===== src/rtl/issue_ctrl_pkg.sv =====
// issue_ctrl_pkg: dequeue-mode constants and FSM state encodings shared by the issue controller
package issue_ctrl_pkg;
  localparam logic [1:0] ISSUE_NONE   = 2'b00;
  localparam logic [1:0] ISSUE_SINGLE = 2'b01;
  localparam logic [1:0] ISSUE_DUAL   = 2'b11;
  typedef enum logic [1:0] {
    IC_NORMAL  = 2'd0,
    IC_DS_ONLY = 2'd1,
    IC_SERIAL  = 2'd2
  } ic_state_e;
endpackage


===== src/rtl/issue_pair_check.sv =====
// issue_pair_check: decides whether slot1 is hazard-free and may issue alongside slot0
module issue_pair_check (
  input  logic [1:0] sv,
  input  logic       exc1,
  input  logic       priv1,
  input  logic       br1,
  input  logic       raw,
  input  logic       sc,
  output logic       slot1_clean,
  output logic       can_pair
);
  assign slot1_clean = (sv == 2'b11) && !exc1 && !priv1 && !raw && !sc;
  // a branch in slot1 would separate from its delay slot, so it never pairs behind a plain slot0
  assign can_pair    = slot1_clean && !br1;
endmodule


===== src/rtl/issue_ctrl.sv =====
// issue_ctrl: picks 0/1/2 instructions to issue per cycle; ISSUE_PERF_CNT_EN adds dual/single/bubble counters
module issue_ctrl
  import issue_ctrl_pkg::*;
#(
  parameter int PERF_W = 32
) (
  input  logic              clk,
  input  logic              rst,
  input  logic              SBA_flush_w_i,
  input  logic              CP0_excOccur_w_i,
  input  logic [1:0]        IQ_supplyValid_i,
  input  logic [1:0]        IQ_hasException_i,
  input  logic [1:0]        ID_isBranch_i,
  input  logic [1:0]        ID_isPriv_i,
  input  logic              ID_raw_i,
  input  logic              ID_structConflict_i,
  input  logic              EXE_ready_i,
  input  logic              EXE_drained_i,
  output logic [1:0]        ID_upDateMode_o,
  output logic [1:0]        ID_issueValid_o,
  output logic [1:0]        ID_state_o,
  output logic [PERF_W-1:0] ID_dualCnt_o,
  output logic [PERF_W-1:0] ID_singleCnt_o,
  output logic [PERF_W-1:0] ID_bubbleCnt_o
);
  ic_state_e  state_q, state_d, cur;
  logic [1:0] mode, sv;
  logic       flush, slot1_clean, can_pair;
  assign sv    = IQ_supplyValid_i;
  assign flush = SBA_flush_w_i || CP0_excOccur_w_i;
  assign cur   = rst ? state_q : IC_NORMAL;
  issue_pair_check u_pair (
    .sv          (sv),
    .exc1        (IQ_hasException_i[1]),
    .priv1       (ID_isPriv_i[1]),
    .br1         (ID_isBranch_i[1]),
    .raw         (ID_raw_i),
    .sc          (ID_structConflict_i),
    .slot1_clean (slot1_clean),
    .can_pair    (can_pair)
  );
  // flush beats backpressure, which beats the per-state issue rules
  always_comb begin
    mode    = ISSUE_NONE;
    state_d = cur;
    if (flush) begin
      state_d = IC_NORMAL;
    end else if (EXE_ready_i) begin
      case (cur)
        IC_NORMAL: begin
          if (sv == 2'b00) mode = ISSUE_NONE;
          else if (IQ_hasException_i[0]) mode = ISSUE_SINGLE;
          else if (ID_isPriv_i[0]) begin
            mode    = ISSUE_SINGLE;
            state_d = IC_SERIAL;
          end else if (ID_isBranch_i[0]) begin
            mode    = (sv == 2'b11) ? (slot1_clean ? ISSUE_DUAL : ISSUE_SINGLE) : ISSUE_NONE;
            state_d = (sv == 2'b11 && !slot1_clean) ? IC_DS_ONLY : IC_NORMAL;
          end else mode = can_pair ? ISSUE_DUAL : ISSUE_SINGLE;
        end
        IC_DS_ONLY: begin
          mode    = (sv != 2'b00) ? ISSUE_SINGLE : ISSUE_NONE;
          state_d = (sv == 2'b00) ? IC_DS_ONLY :
                    (ID_isPriv_i[0] && !IQ_hasException_i[0]) ? IC_SERIAL : IC_NORMAL;
        end
        IC_SERIAL: state_d = EXE_drained_i ? IC_NORMAL : IC_SERIAL;
        default:   state_d = IC_NORMAL;
      endcase
    end
  end
  // state register
  always_ff @(posedge clk) begin
    if (!rst) state_q <= IC_NORMAL;
    else      state_q <= state_d;
  end
  assign ID_upDateMode_o = mode;
  assign ID_issueValid_o = mode;
  assign ID_state_o      = state_q;
`ifdef ISSUE_PERF_CNT_EN
  logic [PERF_W-1:0] dual_q, dual_d, single_q, single_d, bubble_q, bubble_d;
  // wrap-around usage counters; flushes leave them untouched
  always_comb begin
    dual_d   = dual_q + PERF_W'(mode == ISSUE_DUAL);
    single_d = single_q + PERF_W'(mode == ISSUE_SINGLE);
    bubble_d = bubble_q + PERF_W'(sv != 2'b00 && EXE_ready_i && !flush && mode == ISSUE_NONE);
  end
  // counter registers
  always_ff @(posedge clk) begin
    if (!rst) begin
      dual_q   <= '0;
      single_q <= '0;
      bubble_q <= '0;
    end else begin
      dual_q   <= dual_d;
      single_q <= single_d;
      bubble_q <= bubble_d;
    end
  end
  assign ID_dualCnt_o   = dual_q;
  assign ID_singleCnt_o = single_q;
  assign ID_bubbleCnt_o = bubble_q;
`else
  assign ID_dualCnt_o   = '0;
  assign ID_singleCnt_o = '0;
  assign ID_bubbleCnt_o = '0;
`endif
endmodule


===== config.mk =====
export PLATFORM = sky130hd
export DESIGN_NAME = issue_ctrl
export DESIGN_NICKNAME = d
export VERILOG_FILES = /design/src/rtl/issue_ctrl_pkg.sv /design/src/rtl/issue_pair_check.sv /design/src/rtl/issue_ctrl.sv
export SDC_FILE = /design/constraint.sdc
export NUM_CORES = 1
export LEC_CHECK = 0
export ABC_AREA = 1
export CORE_MARGIN = 2
export CORE_UTILIZATION = 29
export CTS_CLUSTER_SIZE = 30
export DETAILED_ROUTE_END_ITERATION = 7
export HOLD_SLACK_MARGIN = 0.03
export PLACE_DENSITY_LB_ADDON = 0.1
export SYNTH_ARGS = -nofsm -noshare
export SYNTH_HDL_FRONTEND = slang
export SYNTH_SLANG_ARGS = --single-unit

===== constraint.sdc =====
create_clock -name clk -period 2.1 [get_ports clk]
set_input_delay 0.42 -clock clk [delete_from_list [all_inputs] [get_ports clk]]
set_output_delay 0.42 -clock clk [all_outputs]
set_load 0.05 [all_outputs]

* After elaboration in Yosys (flattened, before gate mapping)
Cells that the tools add are included.
** Word-level totals
- Bits in registers :: 2
- Input port bits :: 16
- Output and inout bits :: 102
- Logic and storage cells :: 46
** Operators by class
- Eq/ne operators :: 3
- Multiplexer cells :: 22
- Bitwise operators :: 1
- Reductions and logical operators :: 19
** Operators by type and width (count)
- 2-bit two-way mux :: 18
- 1-bit logical AND :: 7
- 1-bit logical NOT :: 7
- 2-bit one-hot mux with 3 select lines :: 1
- 2-bit equality test (second input constant) :: 2
- 2-bit logical NOT :: 2
- 2-bit one-hot mux with 2 select lines :: 1
- 2-bit by 1-bit equality test with 1-bit output (second input constant) :: 1
- 1-bit two-way mux :: 2
- 2-bit nonzero test :: 1
- 2-bit OR reduction :: 1
- 1-bit logical OR :: 1
- 1-bit NOT :: 1

* Longest topological paths before layout
- Depth in word-level cells :: 14
- Gate-level depth with buffers :: 7
- Gate-level depth less buffers :: 7

* Hierarchy
A second synthesis with hierarchy kept.
** Second synthesis, totals
- Cell total of the unflattened synthesis :: 149
- Area, all modules :: 1009.7 sq um
** By module, submodules not included
- issue_ctrl :: times used 1, cells each 142, area each 969.7 sq um, seq. area each 40.0 sq um
- issue_pair_check :: times used 1, cells each 7, area each 40.0 sq um, seq. area each 0.0 sq um

* Worst setup path before layout
No wires, ideal clock.
- Path kind :: register to output
- From :: register state_q[0] (netlist: ID_state_o[0])
- To :: output ID_upDateMode_o[0]
- Arrival :: 1.918 ns
- Data required time :: 1.680 ns
- Setup slack :: -0.238 ns
- Cell stages (with the launch flop) :: 6
- Buffers on the path :: 1
- Cell sequence :: dfxtp_1 -> nand2_2 -> nand3_1 -> nor2_1 -> nor2_1 -> buf_4
** On the way
- Word-level cells in the longest chain between the ends :: 5
- Elaborated cells on any way between the ends :: 6
- Classes of those cells :: eq/ne (1); mux (4); reduce/logical (1)
** RTL lines
- start, declared :: RTL line issue_ctrl.sv:26 : ic_state_e state_q, state_d, cur;
- start signal, assigned :: RTL line issue_ctrl.sv:74 : else state_q <= state_d;
- 2-bit two-way mux * :: RTL line issue_ctrl.sv:31 : assign cur = rst ? state_q : IC_NORMAL;
- 2-bit by 1-bit equality test with 1-bit output or 2-bit logical NOT (tied branches) :: RTL line issue_ctrl.sv:49 : case (cur)
- 2-bit one-hot mux with 2 select lines * :: RTL line issue_ctrl.sv:49
- 2-bit two-way mux * :: RTL line issue_ctrl.sv:48 : end else if (EXE_ready_i) begin
- 2-bit two-way mux * :: RTL line issue_ctrl.sv:46 : if (flush) begin
- end, declared :: RTL line issue_ctrl.sv:19 : output logic [1:0] ID_upDateMode_o,
Mark *: on every way between the ends. The rest lies on a longest branch, timed or not.

* Final worst setup path
- From :: input EXE_ready_i
- To :: output ID_upDateMode_o[1]
** On the way
- Word-level cells in the longest chain between the ends :: 2
** RTL lines
- start, declared :: RTL line issue_ctrl.sv:17 : input logic EXE_ready_i,
- 2-bit two-way mux :: RTL line issue_ctrl.sv:48
- 2-bit two-way mux :: RTL line issue_ctrl.sv:46
No other way between the ends.

==> results.json <==
{
  "final_setup_violations": 0,
  "grt_total_ovfl": 0,
  "worst_path_max_delay_cell": "sky130_fd_sc_hd__clkdlybuf4s50_1",
  "syn-instance-count": 147,
  "drt_first_pass_iters": 4,
  "timing_hold_violations_final": 0,
  "endpoint_kind": "output pin",
  "initial_core_util": 0.2982,
  "layout-area-overhead-vs-synth_pct": 1.901,
  "period_minus_slack_ps": 2001,
  "io_buffer_count": 21,
  "share_clk_of_total_power": 0.147,
  "clk_path_buf_depth": 2,
  "antenna_violating_nets_post_route": 0,
  "path_cells": "clkdlybuf4s50_1 > inv_2 > a21oi_2 > nand3_2 > nor2_4 > buf_12",
  "routed_via_density": 2.749,
  "cts_sinks": 2,
  "power.switching_uw": 424.4,
  "multi_input_comb_area_sq_um": 549.3,
  "p_sw_frac": 0.7477,
  "worstPathArrival_ps": 1580,
  "fin_util": 0.3039,
  "root_buffer_cell": "sky130_fd_sc_hd__clkbuf_4",
  "worst_path_dominant_cell_family": "buffers and inverters",
  "die_h_um": 62.35,
  "final_wirelength_um": 1288,
  "grt_util_all_layers": 0.05553,
  "dieArea_sq_mm": 0.003887,
  "pwr-share-seq": 0.068,
  "timing.final.max_slew_violations": 0,
  "synth.yosys.warnings": 0,
  "synth.ff_latch_count": 2,
  "synth_cell_type_count": 16,
  "whs_ps": 602.2,
  "power.static_leakage_uw": 0.0006090,
  "grt_antenna_before_repair": 0,
  "cts_buffers": 3,
  "cts.htree.levels": 1,
  "timing.fmax_ghz": 0.4998,
  "dr_total_vias": 602,
  "worstPathRequired_ps": 1680,
  "commonest_non_fill_non_tap_cell_in_the_layout": "sky130_fd_sc_hd__conb_1",
  "cts_tree": "done",
  "synth_sequential_area_ratio": 0.04056,
  "critical_path.n_buffers_inverters": 3,
  "critical_path.max_fanout": 2,
  "rows": 21,
  "critPathKind": "input pin to output pin",
  "skew_pair_late_insertion_delay_ps": 220,
  "fraction_of_layout_instances_using_a_drive_strength_above_1": 0.1445,
  "clock-skew-final_ps": 1.352,
  "grt_setup_unrepaired": "no",
  "layout.area.seq_sq_um": 40.04,
  "power_frac_comb": 0.785,
  "fp.dieW_um": 62.35,
  "outcome": "completed",
  "wire_length_of_the_first_global_routing_pass_um": 1697,
  "max_stage_delay_ps": 490,
  "number_of_instances_in_the_placed_design": 216,
  "reg2reg_setup_slack_ps": 1150,
  "synth_area_sq_um": 987.2,
  "n_antenna_cell": 0,
  "power-per-cell-area_mw_per_mm2": 564.3,
  "first_global_vias": 438,
  "gp_routability_congestion": 0.7311,
  "finalPower_uw": 567.7,
  "syn-mean-instance-area_sq_um": 6.716,
  "hold_class": "flip-flop to flip-flop",
  "core_area_sq_mm": 0.003311,
  "irDropWorstVdd_uv": 155.7,
  "residual_drc_count": 0,
  "fin_crit_sh": 0.9527,
  "final_nets": 191,
  "maximum_number_of_pins_on_one_net_before_global_route_repair": 5,
  "fillers": 373,
  "drt-initial-drc-count": 4,
  "dp_hpwl_um": 1215,
  "largest_reg_flops": 2,
  "internal_power_uw": 143.2,
  "i_o_pin_count": 118,
  "cap_violations": 0,
  "timing.critical_path.from_type": "input pin",
  "cts_clock_pin_slew_for_the_worst_setup_and_hold_paths_ps": 30,
  "stdcell_count": 219,
  "route.detailed.wl_per_inst_um": 5.881,
  "most-common-layout-cells": "sky130_fd_sc_hd__conb_1, sky130_fd_sc_hd__clkdlybuf4s50_1, sky130_fd_sc_hd__nand2_1, sky130_fd_sc_hd__nor2_1, sky130_fd_sc_hd__inv_1"
}
## logic make-up (layout without fill, tap and decap cells)
logic type / count (synthesis) / in the layout / share of synthesized area
AND/OR/NAND/NOR: 31 / 31 / 0.1381
AO/OA/AOI/OAI: 4 / 4 / 0.03041
flip-flops: 2 / 2 / 0.04056
buffers and inverters: 109 / 40 / 0.7871
other: 1 / 96 / 0.003799
## stage by stage
step,TNS (ps),setup slack [ps],instance area (sq um)
after floorplan,0,24.13,1346
after global placement,-48.96,-24.74,955.9
after detailed placement,-103.9,-52.51,955.9
after CTS,-10.16,-5.343,983.4
after global routing,0,9.793,1006
final,0,99.35,1006
## what timing repair did
action | CTS | global route
gates resized for setup | 1 | 7
pin swaps | 0 | 2
buffers inserted | 0 | 0
hold buffers | 0 | 0
endpoints found under the setup margin | 2 | 4
## cells in the mapped netlist
cell                       instances  area, sq um
sky130_fd_sc_hd__nor2_2            1        6.260
sky130_fd_sc_hd__inv_2             4        15.01
sky130_fd_sc_hd__a21oi_1           1        5.000
sky130_fd_sc_hd__o21ai_1           1        5.000
sky130_fd_sc_hd__nand2_1          14        52.55
sky130_fd_sc_hd__conb_1            1        3.750
sky130_fd_sc_hd__nand2_2           1        6.260
sky130_fd_sc_hd__dfxtp_1           2        40.04
sky130_fd_sc_hd__clkinv_1          1        3.750
sky130_fd_sc_hd__nor3b_2           1        12.51
sky130_fd_sc_hd__buf_4            98        735.7
sky130_fd_sc_hd__a21boi_2          1        11.26
sky130_fd_sc_hd__nand3_1           5        25.02
sky130_fd_sc_hd__inv_1             6        22.52
sky130_fd_sc_hd__a21oi_2           1        8.760
sky130_fd_sc_hd__nor2_1            9        33.78
## tightest hold or removal path, stage by stage, from the launching register on
cell	delay, ps
sky130_fd_sc_hd__dfxtp_1	320
sky130_fd_sc_hd__nand2_1	60
sky130_fd_sc_hd__clkinv_1	50
sky130_fd_sc_hd__nand2_1	70
sky130_fd_sc_hd__a21boi_2	50
## worst paths after layout
kind                                 start                        to  cells after the start
hold reg to reg   ID_state_o[1]$_SDFF_PP0_  ID_state_o[1]$_SDFF_PP0_                      4
setup / recovery               EXE_ready_i        ID_upDateMode_o[1]                      6
setup reg to reg  ID_state_o[0]$_SDFF_PP0_  ID_state_o[0]$_SDFF_PP0_                      8
hold / removal    ID_state_o[1]$_SDFF_PP0_  ID_state_o[1]$_SDFF_PP0_                      4
## power by group through the flow
| stage | sequential, uW | clock [uW] | combinational, uW |
|---|---|---|---|
| finish | 38.7 | 83.4 | 446 |
| global route | 38.7 | 94.8 | 459 |
| CTS | 38.7 | 89.7 | 441 |
| detailed placement | 39.2 | 0 | 440 |
| global placement | 39.2 | 0 | 440 |
| floorplan | 39.9 | 0 | 535 |
## layout make-up
class                           instances  area share
Clock buffer                            3     0.02239
Inverter                               11     0.04104
Sequential cell                         2     0.03980
Multi-Input combinational cell        131      0.5460
Tap cell                               46     0.05721
Timing Repair Buffer                   26      0.2935
## routing by layer
metal,up-vias,share of wire,track usage
li1,297,-,-
met1,256,0.25,0.04290
met2,49,0.63,0.1168
met3,0,0.12,0.005435
met4,0,0,0.05000
met5,-,0,0
(Power assumes the default switching activity.)
